File: src/rtl/display_pkg.sv
// Shared constants and types for the display arbiter slice.
//   DIGIT_W / NUM_DIGITS / FRAME_W : geometry of one 4-digit hex frame
//   IDLE_VAL_DEFAULT               : frame shown while nothing is granted
//   state_e                        : arbiter FSM states
package display_pkg;

  localparam int unsigned DIGIT_W    = 4;
  localparam int unsigned NUM_DIGITS = 4;
  localparam int unsigned FRAME_W    = DIGIT_W * NUM_DIGITS;

  localparam logic [FRAME_W-1:0] IDLE_VAL_DEFAULT = 16'h0000;

  typedef enum logic [0:0] {
    IDLE,
    SHOW
  } state_e;

endpackage

File: src/rtl/display_arbiter_if.sv
// Bundle between the application sources and the display arbiter.
//   req  : per-source level-sensitive request
//   data : source i frame at [FRAME_W*i +: FRAME_W]
//   gnt  : one-hot grant (all zero when idle)
//   busy : any grant active
//   dig1..dig4 : granted frame, rightmost digit first
// master = source side, slave = arbiter side.
interface display_arbiter_if
  import display_pkg::*;
#(
  parameter int unsigned NUM_SRC = 4
);
  logic [NUM_SRC-1:0]         req;
  logic [FRAME_W*NUM_SRC-1:0] data;
  logic [NUM_SRC-1:0]         gnt;
  logic                       busy;
  logic [DIGIT_W-1:0]         dig1;
  logic [DIGIT_W-1:0]         dig2;
  logic [DIGIT_W-1:0]         dig3;
  logic [DIGIT_W-1:0]         dig4;

  modport master (
    output req, data,
    input  gnt, busy, dig1, dig2, dig3, dig4
  );

  modport slave (
    input  req, data,
    output gnt, busy, dig1, dig2, dig3, dig4
  );
endinterface

File: src/rtl/rr_picker.sv
// Combinational round-robin picker.
//   req             : request vector
//   last_gnt        : index of the last granted source; scan starts one above it
//   exclude_current : drop last_gnt itself from the candidates (rotation/release)
//   pick            : one-hot winner (zero when none)
//   valid           : a winner exists
module rr_picker #(
  parameter int unsigned NUM_SRC = 4,
  localparam int unsigned IdxW   = $clog2(NUM_SRC)
) (
  input  logic [NUM_SRC-1:0] req,
  input  logic [IdxW-1:0]    last_gnt,
  input  logic               exclude_current,
  output logic [NUM_SRC-1:0] pick,
  output logic               valid
);

  logic [IdxW:0]   sum;
  logic [IdxW-1:0] cand;

  always_comb begin
    pick  = '0;
    valid = 1'b0;
    sum   = '0;
    cand  = '0;
    // Offsets 1..NUM_SRC so last_gnt itself is visited last.
    for (int unsigned k = 1; k <= NUM_SRC; k++) begin
      sum = {1'b0, last_gnt} + (IdxW+1)'(k);
      if (sum >= (IdxW+1)'(NUM_SRC)) begin
        sum = sum - (IdxW+1)'(NUM_SRC);
      end
      cand = sum[IdxW-1:0];
      if (!valid && req[cand] && !(exclude_current && (cand == last_gnt))) begin
        pick[cand] = 1'b1;
        valid      = 1'b1;
      end
    end
  end

endmodule

File: src/rtl/display_arbiter.sv
// Round-robin sharing of one 4-digit seven-segment display between NUM_SRC sources,
// with a minimum dwell per grant measured in prescaled ticks.
//   clk  : system clock
//   clr  : asynchronous active-low reset
//   bus  : display_arbiter_if.slave (req/data in, gnt/busy/dig1..dig4 out, all registered)
module display_arbiter
  import display_pkg::*;
#(
  parameter int unsigned          NUM_SRC  = 4,
  parameter int unsigned          TICK_DIV = 100000,
  parameter int unsigned          DWELL    = 1000,
  parameter logic [FRAME_W-1:0]   IDLE_VAL = IDLE_VAL_DEFAULT
) (
  input logic              clk,
  input logic              clr,
  display_arbiter_if.slave bus
);

  localparam int unsigned IdxW = $clog2(NUM_SRC);
  localparam int unsigned PreW = (TICK_DIV > 1) ? $clog2(TICK_DIV) : 1;
  localparam int unsigned DwW  = (DWELL > 0) ? $clog2(DWELL + 1) : 1;

  state_e              state_q;
  logic [NUM_SRC-1:0]  gnt_q;
  logic                busy_q;
  logic [IdxW-1:0]     last_q;
  logic [DwW-1:0]      dwell_q;
  logic [PreW-1:0]     presc_q;
  logic [FRAME_W-1:0]  frame_q;

  logic                tick;
  logic [NUM_SRC-1:0]  pick;
  logic                pick_valid;
  logic [IdxW-1:0]     pick_idx;
  logic [FRAME_W-1:0]  pick_frame;
  logic [FRAME_W-1:0]  hold_frame;
  logic                release_holder;
  logic                dwell_max;
  logic                handover;

  // Free-running prescaler; grant changes never touch its phase.
  assign tick = (presc_q == PreW'(TICK_DIV - 1));

  always_ff @(posedge clk or negedge clr) begin
    if (!clr) begin
      presc_q <= '0;
    end else if (tick) begin
      presc_q <= '0;
    end else begin
      presc_q <= presc_q + PreW'(1);
    end
  end

  // In SHOW last_q is the current holder, so excluding it rotates away from it.
  rr_picker #(
    .NUM_SRC (NUM_SRC)
  ) u_picker (
    .req             (bus.req),
    .last_gnt        (last_q),
    .exclude_current (state_q == SHOW),
    .pick            (pick),
    .valid           (pick_valid)
  );

  // Only the selected slice reaches the mux output; other sources' data is ignored.
  always_comb begin
    pick_idx   = '0;
    pick_frame = '0;
    hold_frame = '0;
    for (int unsigned i = 0; i < NUM_SRC; i++) begin
      if (pick[i]) begin
        pick_idx   = IdxW'(i);
        pick_frame = bus.data[FRAME_W*i +: FRAME_W];
      end
      if (last_q == IdxW'(i)) begin
        hold_frame = bus.data[FRAME_W*i +: FRAME_W];
      end
    end
  end

  assign release_holder = !bus.req[last_q];
  assign dwell_max      = (dwell_q == DwW'(DWELL));
  // Release and rotation share the same pick, so one handover term covers both.
  assign handover       = pick_valid && ((state_q == IDLE) || release_holder || dwell_max);

  always_ff @(posedge clk or negedge clr) begin
    if (!clr) begin
      state_q <= IDLE;
      gnt_q   <= '0;
      busy_q  <= 1'b0;
      last_q  <= IdxW'(NUM_SRC - 1);
      dwell_q <= '0;
      frame_q <= IDLE_VAL;
    end else if (handover) begin
      state_q <= SHOW;
      gnt_q   <= pick;
      busy_q  <= 1'b1;
      last_q  <= pick_idx;
      dwell_q <= '0;
      frame_q <= pick_frame;
    end else if (state_q == SHOW) begin
      if (release_holder) begin
        state_q <= IDLE;
        gnt_q   <= '0;
        busy_q  <= 1'b0;
        frame_q <= IDLE_VAL;
      end else begin
        frame_q <= hold_frame;
        if (tick && !dwell_max) begin
          dwell_q <= dwell_q + DwW'(1);
        end
      end
    end
  end

  assign bus.gnt  = gnt_q;
  assign bus.busy = busy_q;
  assign bus.dig1 = frame_q[3:0];
  assign bus.dig2 = frame_q[7:4];
  assign bus.dig3 = frame_q[11:8];
  assign bus.dig4 = frame_q[15:12];

endmodule

File: src/flat_wrapper.sv
// flat-port wrapper written by rule: the top's interface ports become plain ports
module display_arbiter_flat import display_pkg::*;
#(
  parameter int unsigned          NUM_SRC  = 4,
  parameter int unsigned          TICK_DIV = 100000,
  parameter int unsigned          DWELL    = 1000,
  parameter logic [FRAME_W-1:0]   IDLE_VAL = IDLE_VAL_DEFAULT
)
  (clk, clr, bus_req, bus_data, bus_gnt, bus_busy, bus_dig1, bus_dig2, bus_dig3, bus_dig4);
  display_arbiter_if #(.NUM_SRC(NUM_SRC)) bus_i ();
  input logic clk;
  input logic clr;
  input wire logic [$bits(bus_i.req)-1:0] bus_req;
  input wire logic [$bits(bus_i.data)-1:0] bus_data;
  output wire logic [$bits(bus_i.gnt)-1:0] bus_gnt;
  output wire logic [$bits(bus_i.busy)-1:0] bus_busy;
  output wire logic [$bits(bus_i.dig1)-1:0] bus_dig1;
  output wire logic [$bits(bus_i.dig2)-1:0] bus_dig2;
  output wire logic [$bits(bus_i.dig3)-1:0] bus_dig3;
  output wire logic [$bits(bus_i.dig4)-1:0] bus_dig4;
  assign bus_i.req = bus_req;
  assign bus_i.data = bus_data;
  assign bus_gnt = bus_i.gnt;
  assign bus_busy = bus_i.busy;
  assign bus_dig1 = bus_i.dig1;
  assign bus_dig2 = bus_i.dig2;
  assign bus_dig3 = bus_i.dig3;
  assign bus_dig4 = bus_i.dig4;
  display_arbiter #(.NUM_SRC(NUM_SRC), .TICK_DIV(TICK_DIV), .DWELL(DWELL), .IDLE_VAL(IDLE_VAL)) u_core (.clk(clk), .clr(clr), .bus(bus_i));
endmodule
File: config.mk
export PLATFORM = sky130hd
export DESIGN_NAME = display_arbiter_flat
export DESIGN_NICKNAME = d
export VERILOG_FILES = /design/src/rtl/display_pkg.sv /design/src/rtl/display_arbiter_if.sv /design/src/rtl/rr_picker.sv /design/src/rtl/display_arbiter.sv /design/src/flat_wrapper.sv
export SDC_FILE = /design/constraint.sdc
export NUM_CORES = 1
export LEC_CHECK = 0
export BUFFER_PORTS_ARGS = -buffer_cell sky130_fd_sc_hd__buf_4
export CAP_MARGIN = 20
export CORE_MARGIN = 2
export CORE_UTILIZATION = 45
export CTS_CLUSTER_SIZE = 14
export DETAILED_ROUTE_END_ITERATION = 10
export MAX_ROUTING_LAYER = met4
export PLACE_DENSITY = 0.68
export RECOVER_POWER = 25
export SLEW_MARGIN = 20
export SYNTH_ARGS = -nofsm -noshare
export SYNTH_HDL_FRONTEND = slang
export SYNTH_SLANG_ARGS = --single-unit
export TNS_END_PERCENT = 20
File: constraint.sdc
create_clock -name clk -period 6.9 [get_ports clk]
set_clock_uncertainty 0.05 [all_clocks]
set_input_delay 1.38 -clock clk [delete_from_list [all_inputs] [get_ports clk]]
set_output_delay 1.38 -clock clk [all_outputs]
set_load 0.01 [all_outputs]
==> metrics.md <==
| Metric | Value |
|---|---|
| CP Max Fanout | 18 |
| Synth Area per Inst | 8.40 sq um |
| Crit share post-route | 0.565 |
| Logic gate share of total power | 0.655 |
| Port Buffers | 90 |
| Drt total wl | 11.7 mm |
| Cts hold-fix bufs | 0 |
| Pint | 990 uW |
| Hold path cells | 1 |
| P_sw | 949 uW |
| Worst Tran Pin Value | 2.79 ns |
| Post-synthesis simple-gate area fraction | 0.179 |
| Max-slew violations | 52 |
| Area Overhead vs Synth | 17.8% |
| Initial antenna violation count | 0 |
| RR Endpoint | u_core.frame_q[5] |
| Fin Setup TNS | 0 ns |
| WHS Endpoint | u_core.presc_q[0] |
| Hold path startpoint | u_core.presc_q[0] |
| Reg2Reg Depth | 8 |
| CP endpoint kind | register |
| Met3 WL | 943 um |
| Critical Path RT | 7.06 ns |
| TritonCTS clock tree | built |
| Met2 routed WL | 5.67 mm |
| Switching share of power | 0.490 |
| Maximum clock frequency | 0.257 GHz |
| Total track usage | 0.244 |
| Largest area contributor in the netlist | dfrtp_1 |
| Largest net degree at the start of global routing | 52 |
| WS Path Type | reg2reg |
| Cell with the most instances after synthesis | dfrtp_1 |
| Post-synth net total | 559 |
| Post-synth top area share | 0.305 |
| Status | complete, but fails checks |
| Total clock sinks | 51 |
| H-tree Lvls | 2 |
| Total gr overflow | 0 |
| Synth Area in Adders | 0.0343 |
| Final Hold Viols | 0 |
| Final HPWL DP | 7.96 mm |
| CTS root buf | clkbuf_8 |
| Synth Register Bits | 51 |
| Complex-gate fraction of the synthesized area | 0.295 |
| Arrival time of the worst setup path | 4.06 ns |
| Pleak | 0.00209 uW |
| # setup viols final | 0 |
| Vias in the first global route | 3844 |
| Number of remaining DRC errors | 0 |
| Most used DFF post-synth | dfrtp_1 |
| Cells along the critical path | inv_1 > ha_1 > mux4_1 > a21oi_1 > a221o_1 > and3_1 > a311oi_1 > o221ai_1 |
| Worst Setup Start Kind | register |
| Peak VDD IR | 0.181 mV |
| Synth area leaders | dfrtp_1 31%, a21oi_1 5.2%, nand2_1 4.5%, o21ai_0 3.9%, inv_1 3.7% |
| Worst hold path type | reg2reg |
| Die Area | 9690 sq um |
| # nets final | 624 |
| Register area share after synthesis | 0.318 |
| Wire per inst | 18.0 um |
| Largest family of logic cells by synthesized area | compound AO/OA/AOI/OAI gates |
| Setup crit start | u_core.last_q[0] |
| Die width | 98.5 um |
| Clock Power Share | 0.116 |
| Seq pwr share | 0.229 |
| Total CTS buffers | 5 |
| Xor-xnor portion of the synthesized cell area | 0.0414 |
| Crit path largest cell delay | 0.76 ns |
| Share of layout cells above drive strength 1 | 0.226 |
| Top sig layer | met4 |
| PwrDens | 410 nW/um^2 |
| MaxCap Viol Count | 1 |
| Cell variety after synth | 63 |
| Post-synth EDFFs | 0 |
| RD Place Congestion | 0.858 |
| TritonRoute pass-1 iters | 5 |
| Cts repair resizes | 0 |
| Ant. Diodes | 0 |
| Via/cell ratio | 6.15 |
| Starting Density | 0.463 |
| Worst Path Buf+Inv | 1 |
| I/O Pins | 91 |
| Synth cell count leaders | 49 x dfrtp_1, 48 x nand2_1, 42 x a21oi_1 |
| Worst-path clk slew | 0.10 ns |
| Postcts setup bufs | 0 |
| Post-route ant nets | 0 |
| CTS max path bufs | 2 |
| Stages on worst setup path | 8 |
| Clock Latency Late Sink | 0.31 ns |
| Vias | 4007 |
| Die Y | 98.5 um |
| Failing checks | capacitance limit, slew limit |
| Final min period | 3.90 ns |
| Synth Warn # | 0 |
| Final core utilization | 0.545 |
| First-pass GRT wire length | 19.2 mm |
| Post-synthesis instance area | 4020 sq um |
| Post-synthesis mux area share | 0.0365 |
| Post-Syn Instances | 478 |
| Starting DRC count in detailed routing | 336 |
| Core Box Area | 8680 sq um |
| Top Family by Delay on Critical Path | compound AO/OA/AOI/OAI gates |
| RSZ-0062 raised after global routing | false |
| Met1 wire length | 5.07 mm |
| Post-synth ARST share | 1.00 |
| CP max-delay cell | and3_1 |
| Rel. slew slack | -0.858 |
| Register-to-Register Setup Slack | 3.00 ns |
| Cell Rows | 34 |
| Critical R2R Launch | u_core.last_q[0] |
## placed cells by master, fill, tap and decap left out, drive strengths merged, types with 3 or more instances in the layout
cell type,count
mux2i,3
dfrtp,49
a22oi,17
o21ai,42
clkbuf,7
buf,92
nor2,24
nand2,48
mux4,3
a21oi,43
nor2b,4
o221ai,16
xor2,11
nor3,4
inv,40
xnor2,8
nand4,8
and3,5
nand3,14
a311oi,16
a31oi,17
nand4b,3
ha,11
nand3b,18
nand2b,3
a22o,4
mux2,4
## worst reg2reg max path, stage by stage (launching register included)
cell,delay (ns)
dfstp_2,0.74
inv_1,0.23
ha_1,0.44
mux4_1,0.44
a21oi_1,0.17
a221o_1,0.53
and3_1,0.77
a311oi_1,0.20
o221ai_1,0.22
## kinds of logic (layout without fill, tap and decap cells)
| group | after synthesis | in the layout |
|---|---|---|
| multiplexers | 10 | 10 |
| flip-flops | 51 | 51 |
| AND/OR/NAND/NOR | 140 | 140 |
| adder cells (fa/ha/maj) | 11 | 11 |
| XOR/XNOR | 19 | 19 |
| buffers and inverters | 75 | 141 |
| AO/OA/AOI/OAI | 172 | 172 |
## stage by stage
stage                     total power (uW)  hold slack (ns)  instances  cell area (sq um)  worst slack, ns
after CTS                             1920            0.430        652               4730             3.03
after global routing                  2080            0.459        652               4730             2.71
final                                 1940            0.422        652               4730             3.00
after floorplan                       1440            0.383        478               4020             3.63
after global placement                1670            0.406        644               4610             2.82
after detailed placement              1700            0.417        644               4610             2.72
## state kept, by name, summed over array words and instances, names as in the netlist
signal,flops
u_core.presc_q,17
u_core.state_q,1
u_core.dwell_q,10
u_core.last_q,2
u_core.bus.busy,1
u_core.bus.gnt,4
u_core.frame_q,16
## layout make-up
type                       instances  area, sq um
clock buffer                       6         82.6
clock inverter                     2         35.0
fill                             837         3950
inverter                          40          150
multi-input combinational        352         2350
sequential                        51         1280
tap                              108          135
timing repair buffer              93          694
## power groups by stage
| stage | logic (uW) | registers, uW | clock network, uW |
|---|---|---|---|
| CTS | 1260 | 441 | 227 |
| floorplan | 999 | 446 | 0 |
| detailed placement | 1250 | 447 | 0 |
| global route | 1390 | 451 | 239 |
| global placement | 1220 | 446 | 0 |
| finish | 1270 | 444 | 225 |
## metal layers
metal | vias to the layer above | GRT usage
met5 | - | -
met4 | 0 | 0.0601
met3 | 7 | 0.0369
met2 | 198 | 0.395
met1 | 1916 | 0.326
li1 | 1886 | -
## how the worst max path moves through the flow
stage	slack [ns]	endpoint
floorplan	3.63	u_core.frame_q[0]
global route	2.71	u_core.presc_q[3]
finish	3.00	u_core.frame_q[5]
global placement	2.82	u_core.frame_q[12]
detailed placement	2.72	u_core.frame_q[5]
CTS	3.03	u_core.frame_q[5]
(Power assumes the default switching activity.)
